$ cat config.mk
export PLATFORM = sky130hd
export DESIGN_NAME = matriz_scan_driver
export DESIGN_NICKNAME = d
export VERILOG_FILES = /design/src/rtl/matriz_scan_driver.sv
export SDC_FILE = /design/constraint.sdc
export NUM_CORES = 1
export LEC_CHECK = 0
export ABC_AREA = 0
export BUFFER_PORTS_ARGS = -buffer_cell sky130_fd_sc_hd__buf_2
export CAP_MARGIN = 20
export CORE_MARGIN = 2
export CORE_UTILIZATION = 45
export DETAILED_ROUTE_END_ITERATION = 12
export PLACE_DENSITY = 0.69
export SETUP_SLACK_MARGIN = 0.4
export SLEW_MARGIN = 0
export SYNTH_ARGS = -nofsm -noshare
export SYNTH_HDL_FRONTEND = slang
export SYNTH_SLANG_ARGS = --single-unit
$ cat constraint.sdc
create_clock -name clock -period 2.55 [get_ports clock]
set_input_delay 0.255 -clock clock [delete_from_list [all_inputs] [get_ports clock]]
set_output_delay 0.255 -clock clock [all_outputs]
set_load 0.1 [all_outputs]
$ cat src/rtl/matriz_scan_driver.sv
// matriz_scan_driver: row-multiplexed LED matrix scanner with blanking gaps and a per-frame shadow latch
module matriz_scan_driver #(
  parameter int ROWS = 6,
  parameter int COLS = 6,
  parameter int DWELL_CYCLES = 5000,
  parameter int BLANK_CYCLES = 50,
  localparam int RW = ROWS > 1 ? $clog2(ROWS) : 1
) (
  input  logic                 clock,
  input  logic                 restart,
  input  logic                 enable,
  input  logic [ROWS*COLS-1:0] leds,
  output logic [ROWS-1:0]      row_sel,
  output logic [COLS-1:0]      col_data,
  output logic [RW-1:0]        row_idx,
  output logic                 frame_done
);
  localparam int CMAX = DWELL_CYCLES > BLANK_CYCLES ? DWELL_CYCLES : BLANK_CYCLES;
  localparam int CW = $clog2(CMAX + 1);
  typedef enum logic [1:0] {LOAD, BLANK, SHOW} state_t;
  state_t state, state_n, first_n;
  logic [CW-1:0] cnt, cnt_n;
  logic [RW-1:0] idx_n;
  logic [ROWS*COLS-1:0] shadow, shadow_n;
  logic fd_n;
  logic [ROWS-1:0] row_sel_n;
  logic [COLS-1:0] col_n;
  always_comb begin
    first_n = BLANK_CYCLES == 0 ? SHOW : BLANK;
    state_n = state;
    cnt_n = cnt + 1'b1;
    idx_n = row_idx;
    shadow_n = shadow;
    fd_n = 1'b0;
    if (!enable) begin
      state_n = LOAD;
      cnt_n = '0;
      idx_n = '0;
    end else begin
      case (state)
        LOAD: begin
          shadow_n = leds;
          idx_n = '0;
          cnt_n = '0;
          state_n = first_n;
        end
        BLANK: if (cnt == CW'(BLANK_CYCLES - 1)) begin
          state_n = SHOW;
          cnt_n = '0;
        end
        SHOW: if (cnt == CW'(DWELL_CYCLES - 1)) begin
          cnt_n = '0;
          fd_n = row_idx == RW'(ROWS - 1);
          idx_n = fd_n ? '0 : row_idx + 1'b1;
          state_n = fd_n ? LOAD : first_n;
        end
        default: state_n = LOAD;
      endcase
    end
    // outputs are decoded from next-state so they line up with the phase they belong to
    row_sel_n = state_n == SHOW ? ROWS'(1) << idx_n : '0;
    col_n = state_n == SHOW ? shadow_n[idx_n*COLS +: COLS] : '0;
  end
  always_ff @(posedge clock) begin
    if (restart) begin
      state <= LOAD;
      cnt <= '0;
      row_idx <= '0;
      shadow <= '0;
      frame_done <= 1'b0;
      row_sel <= '0;
      col_data <= '0;
    end else begin
      state <= state_n;
      cnt <= cnt_n;
      row_idx <= idx_n;
      shadow <= shadow_n;
      frame_done <= fd_n;
      row_sel <= row_sel_n;
      col_data <= col_n;
    end
  end
endmodule

* Yosys cells after proc, flatten, opt, wreduce, memory -nomap -nowiden
Index checks and enable logic that the tools add are counted.
** Storage, ports and cells
- Flip-flop bits (word level) :: 67
- Output and inout port bits :: 16
** Cells by class
- Add/subtract/negate cells :: 2
- Multipliers :: 1
- Equality and inequality tests :: 6
- Shifts and indexed selects :: 2
- Multiplexer cells :: 14
- Bitwise logic cells :: 4
- Reductions and logical operators :: 4
** Operator list (number)
- 2-to-1 mux 36 bit :: 2
- case mux 13 bit (3 select lines) :: 1
- variable part select 36 x 7 -> 6 bit :: 1
- 2-to-1 mux 13 bit :: 2
- adder 13 x 1 -> 13 bit (second input constant) :: 1
- equality test 13 bit (second input constant) :: 1
- equality test 13 x 6 -> 1 bit (second input constant) :: 1
- 2-to-1 mux 3 bit :: 3
- 2-to-1 mux 2 bit :: 3
- case mux 2 bit (3 select lines) :: 1
- case mux 3 bit (2 select lines) :: 1
- << shifter 1 x 3 -> 6 bit (first input constant) :: 1
- multiplier 3 x 2 -> 5 bit (second input constant) :: 1
- equality test 2 bit (second input constant) :: 2
- NOT 1 bit :: 4
- OR reduction 2 bit :: 2
- OR reduction 4 bit :: 1
- adder 3 x 1 -> 3 bit (second input constant) :: 1
- equality test 3 bit (second input constant) :: 1
- equality test 2 x 1 -> 1 bit (second input constant) :: 1
- logical NOT 2 bit :: 1
- 2-to-1 mux 1 bit :: 1

* Logic depth before layout (Yosys ltp)
- Depth in word-level cells :: 8
- Gate-level depth with buffers :: 9
- Depth with buffers taken out :: 8

* Worst setup path before layout
No wires, ideal clock.
- Path type :: register to register
- Start :: reg row_idx[0]
- End :: reg col_data[0]
- Arrival time :: 2.613 ns
- Required time :: 2.430 ns
- Path slack :: -0.183 ns
- Cell stages (with the launch flop) :: 9
- Path buffers :: 1
- Period minus slack after synthesis :: 2.733 ns
- Cells stage by stage :: dfxtp_1 > inv_1 > nor4_1 > mux2i_1 > nand2b_1 > and3b_1 > clkbuf_1 > a21boi_1 > a211o_1
** Between the ends
- Longest elaborated chain between the ends :: 8
- Elaborated cells on any way between the ends :: 15
- Those cells by class :: 1 x add/sub; 1 x mul; 2 x eq/ne; 1 x shift; 8 x mux; 1 x bitwise; 1 x reduce/logical
** RTL lines
- start: declaration :: line 15 : output logic [RW-1:0] row_idx,
- start signal: assignment :: line 76 : row_idx <= idx_n;
- parallel branches: the longest is 8 deep, another holds multiplier 3 x 2 -> 5 bit
- end signal: assignment :: line 80 : col_data <= col_n;
- end: declaration :: line 14 : output logic [COLS-1:0] col_data,
Parallel ways; which one is timed is not known.
A chain may end at the register's enable or synchronous reset.

* Worst setup path in the final report
- Start :: reg cnt[3]
- End :: reg col_data[5]
** Between the ends
- Longest elaborated chain between the ends :: 7
- Elaborated cells on any way between the ends :: 14
- Those cells by class :: 1 x mul; 3 x eq/ne; 1 x shift; 7 x mux; 1 x bitwise; 1 x reduce/logical
** RTL lines
- start: declaration :: line 22 : logic [CW-1:0] cnt, cnt_n;
- start signal: assignment :: line 75 : cnt <= cnt_n;
- parallel branches: the longest is 7 deep, another holds multiplier 3 x 2 -> 5 bit
Parallel ways; which one is timed is not known.

==> results.cfg <==
[timing]
rsz0062_at_grt = yes
whs_ns = 0.127
slew_headroom = 0.659
slew_viol_final = 0
fin_ws_ns = 0.0924
min_period_ns = 2.46
timing.final.hold_violations = 0
period_share = 0.964
worstMarginPinSlew_ns = 0.505
setup_viol = 0
fmax_mhz = 407
clock_skew_ns = 0.0135

[clock_network]
clkLatencyLatePin_ns = 0.35
holdBufCountCts = 0
cts_buffer_depth = 2
cts_buffers = 9
cts_tree = done
h-tree-depth = 3
clkTransAtPathRegs_ns = 0.08
clock-sinks = 67
cts_root_buf = clkbuf_8

[route]
routedWlPerCell_microns = 14.0
dr.first_iter.drc_count = 188
vias = 2673
avgViaCountPerCell = 5.25
first_pass_iters = 4
routed_wl_microns = 7150
ant_nets = 0
drc_errors = 0

[run_status]
outcome = finished clean

[run]
cap_viol_max_count = 0

[synth]
syn-mean-instance-area_sq_um = 8.24
ys.flop_type = dfxtp_1
syn_area_sq_mm = 0.00292
yosysWarnings = 0
synthCells = 355
synth-edff-count = 0
yosysUniqueCellTypes = 48
synthArstFlopShare = 0
ys_seq_elements = 67
syn_nets = 396
synth_seq_area_share = 0.459

[power]
p_switching_uw = 535
comb_power_share = 0.070
p_int_mw = 1.72
p_leak_nw = 1.59
irDropWorstVdd_uv = 381
p_per_area_mw_per_mm2 = 582
switching_share = 0.237
power_frac_seq = 0.486
clock_power_share = 0.444

[floorplanning]
num_rows = 29
die_y_microns = 84.6
fp.dieArea_sq_mm = 0.00716
design.core.area_sq_mm = 0.00631
ios = 55
start_util = 0.463
die_w_microns = 84.6

[placed_design]
dp_cells = 484
dp_hpwl_microns = 4680
place_area_sq_mm = 0.00339
gp_congestion = 0.845
portBuffers = 54
place_ws_ns = -0.0176

[grt]
grt_usage = 0.202
grt_start_max_net_pins = 44
grt_pass1_wl_microns = 11600
gr-total-overflow = 0
first_global_vias = 2547
antenna_found_initial = 0

[critical_path]
crit_family = simple AND/OR/NAND/NOR gates
cp_max_fo = 6
cp_slowest_cell = or4_4
max_stage_delay_ns = 0.58
cp-start-kind = flip-flop
crit_start = cnt[3]
endpoint_kind = flip-flop
arrival_ns = 2.70
crit_type = flip-flop to flip-flop
cp_num_buf_inv = 1
worst_ep_required_time_ns = 2.79
rr_startpoint = cnt[3]
path_cells = or4_4, or3_4, nor4_4, o21ai_4, buf_6, o32ai_1, nor2_1, a221o_1

[worst_hold_path]
hold_path_class = input pin to flip-flop
hp-start = leds[23]

[finish]
instances_no_fill = 509
utilization = 0.614
drive_gt1_frac = 0.315
antennaDiodeCount = 0
final_area_sq_mm = 0.00388
num-nets-final = 468
final_cell_mix = 81 x nand2_1, 60 x dfxtp_1, 55 x buf_2, 42 x a21oi_1, 37 x nor2_1
final_common_cell = nand2_1
fill_cells = 542
area_growth_pct = 32.6
-- through the flow --
stage / power, mW / TNS, ns
after floorplan: 1.21 / 0
after global placement: 1.27 / 0
after detailed placement: 1.27 / -0.0228
after CTS: 2.25 / 0
after global routing: 2.34 / 0
final: 2.26 / 0
-- routing by layer --
| metal | up-vias | routed length, microns | track usage |
|---|---|---|---|
| met3 | 9 | 367 | 0.0551 |
| met4 | 0 | 106 | 0.0765 |
| li1 | 1364 | - | - |
| met2 | 72 | 3390 | 0.317 |
| met5 | - | 0 | 0 |
| met1 | 1228 | 3280 | 0.266 |
-- worst paths after layout --
| path | end | slack (ns) | depth (start not counted) |
|---|---|---|---|
| worst max-delay path | col_data[5] | 0.09 | 8 |
| worst min-delay path | shadow[23] | 0.13 | 3 |
| worst max register to register | col_data[5] | 0.09 | 8 |
| worst min register to register | cnt[0] | 0.45 | 1 |
-- sequential cells by signal (all words and copies together) (netlist names) --
name	flops
frame_done	1
row_idx	3
col_data	6
shadow	36
row_sel	6
state	2
cnt	13
-- cells in the mapped netlist (all sizes together) (4+ instances only) --
master | n | area share
o32ai | 4 | 0.012
nand4 | 4 | 0.0086
nor4 | 5 | 0.018
and2 | 5 | 0.011
nand3 | 5 | 0.0086
o21ai | 6 | 0.012
mux2i | 12 | 0.041
dfxtp | 67 | 0.46
inv | 4 | 0.0051
a21oi | 43 | 0.074
nand2 | 82 | 0.11
clkbuf | 16 | 0.021
xnor2 | 4 | 0.012
xor2 | 8 | 0.024
nor2 | 39 | 0.050
nor3 | 7 | 0.012
buf | 6 | 0.014
-- final cells by class --
type	count	area (sq um)	area share
clock inverters	6	87.6	0.0226
multi-input cells	262	1660	0.429
repair buffers	83	523	0.135
clock buffers	10	138	0.0355
well taps	77	96.3	0.0248
inverters	4	15.0	0.00387
flip-flops and latches	67	1360	0.349
-- power by group through the flow --
stage	registers, mW	logic (mW)	clock network [mW]
after floorplan	1.11	0.0989	0
after global placement	1.12	0.149	0
after detailed placement	1.12	0.151	0
after CTS	1.10	0.153	1.01
after global routing	1.10	0.178	1.06
final	1.10	0.158	1.00
-- cell families (layout without fill, tap and decap cells) --
logic type / count (synthesis) / in the layout / synth area share
XOR/XNOR: 12 / 12 / 0.0359
adder cells (fa/ha/maj): 2 / 2 / 0.00856
AO/OA/AOI/OAI: 68 / 68 / 0.145
buffers and inverters: 26 / 103 / 0.0394
multiplexers: 12 / 12 / 0.0411
flip-flops: 67 / 67 / 0.459
AND/OR/NAND/NOR: 168 / 168 / 0.271
-- worst min-delay path, delay by kind of cell --
kind	cells	cell delay, ns
buffers and inverters	1	0.09
AOI/OAI and AO/OA	1	0.05
and+or+nand+nor	1	0.04
-- what timing repair did --
action / 4_1_cts / 5_1_grt
pin swaps: 2 / 2
setup buffers: 8 / 0
gates cloned: 1 / 0
endpoints found under the setup margin: 12 / 14
resized for setup: 13 / 26
Note: power is estimated with default switching activity, not from simulation.
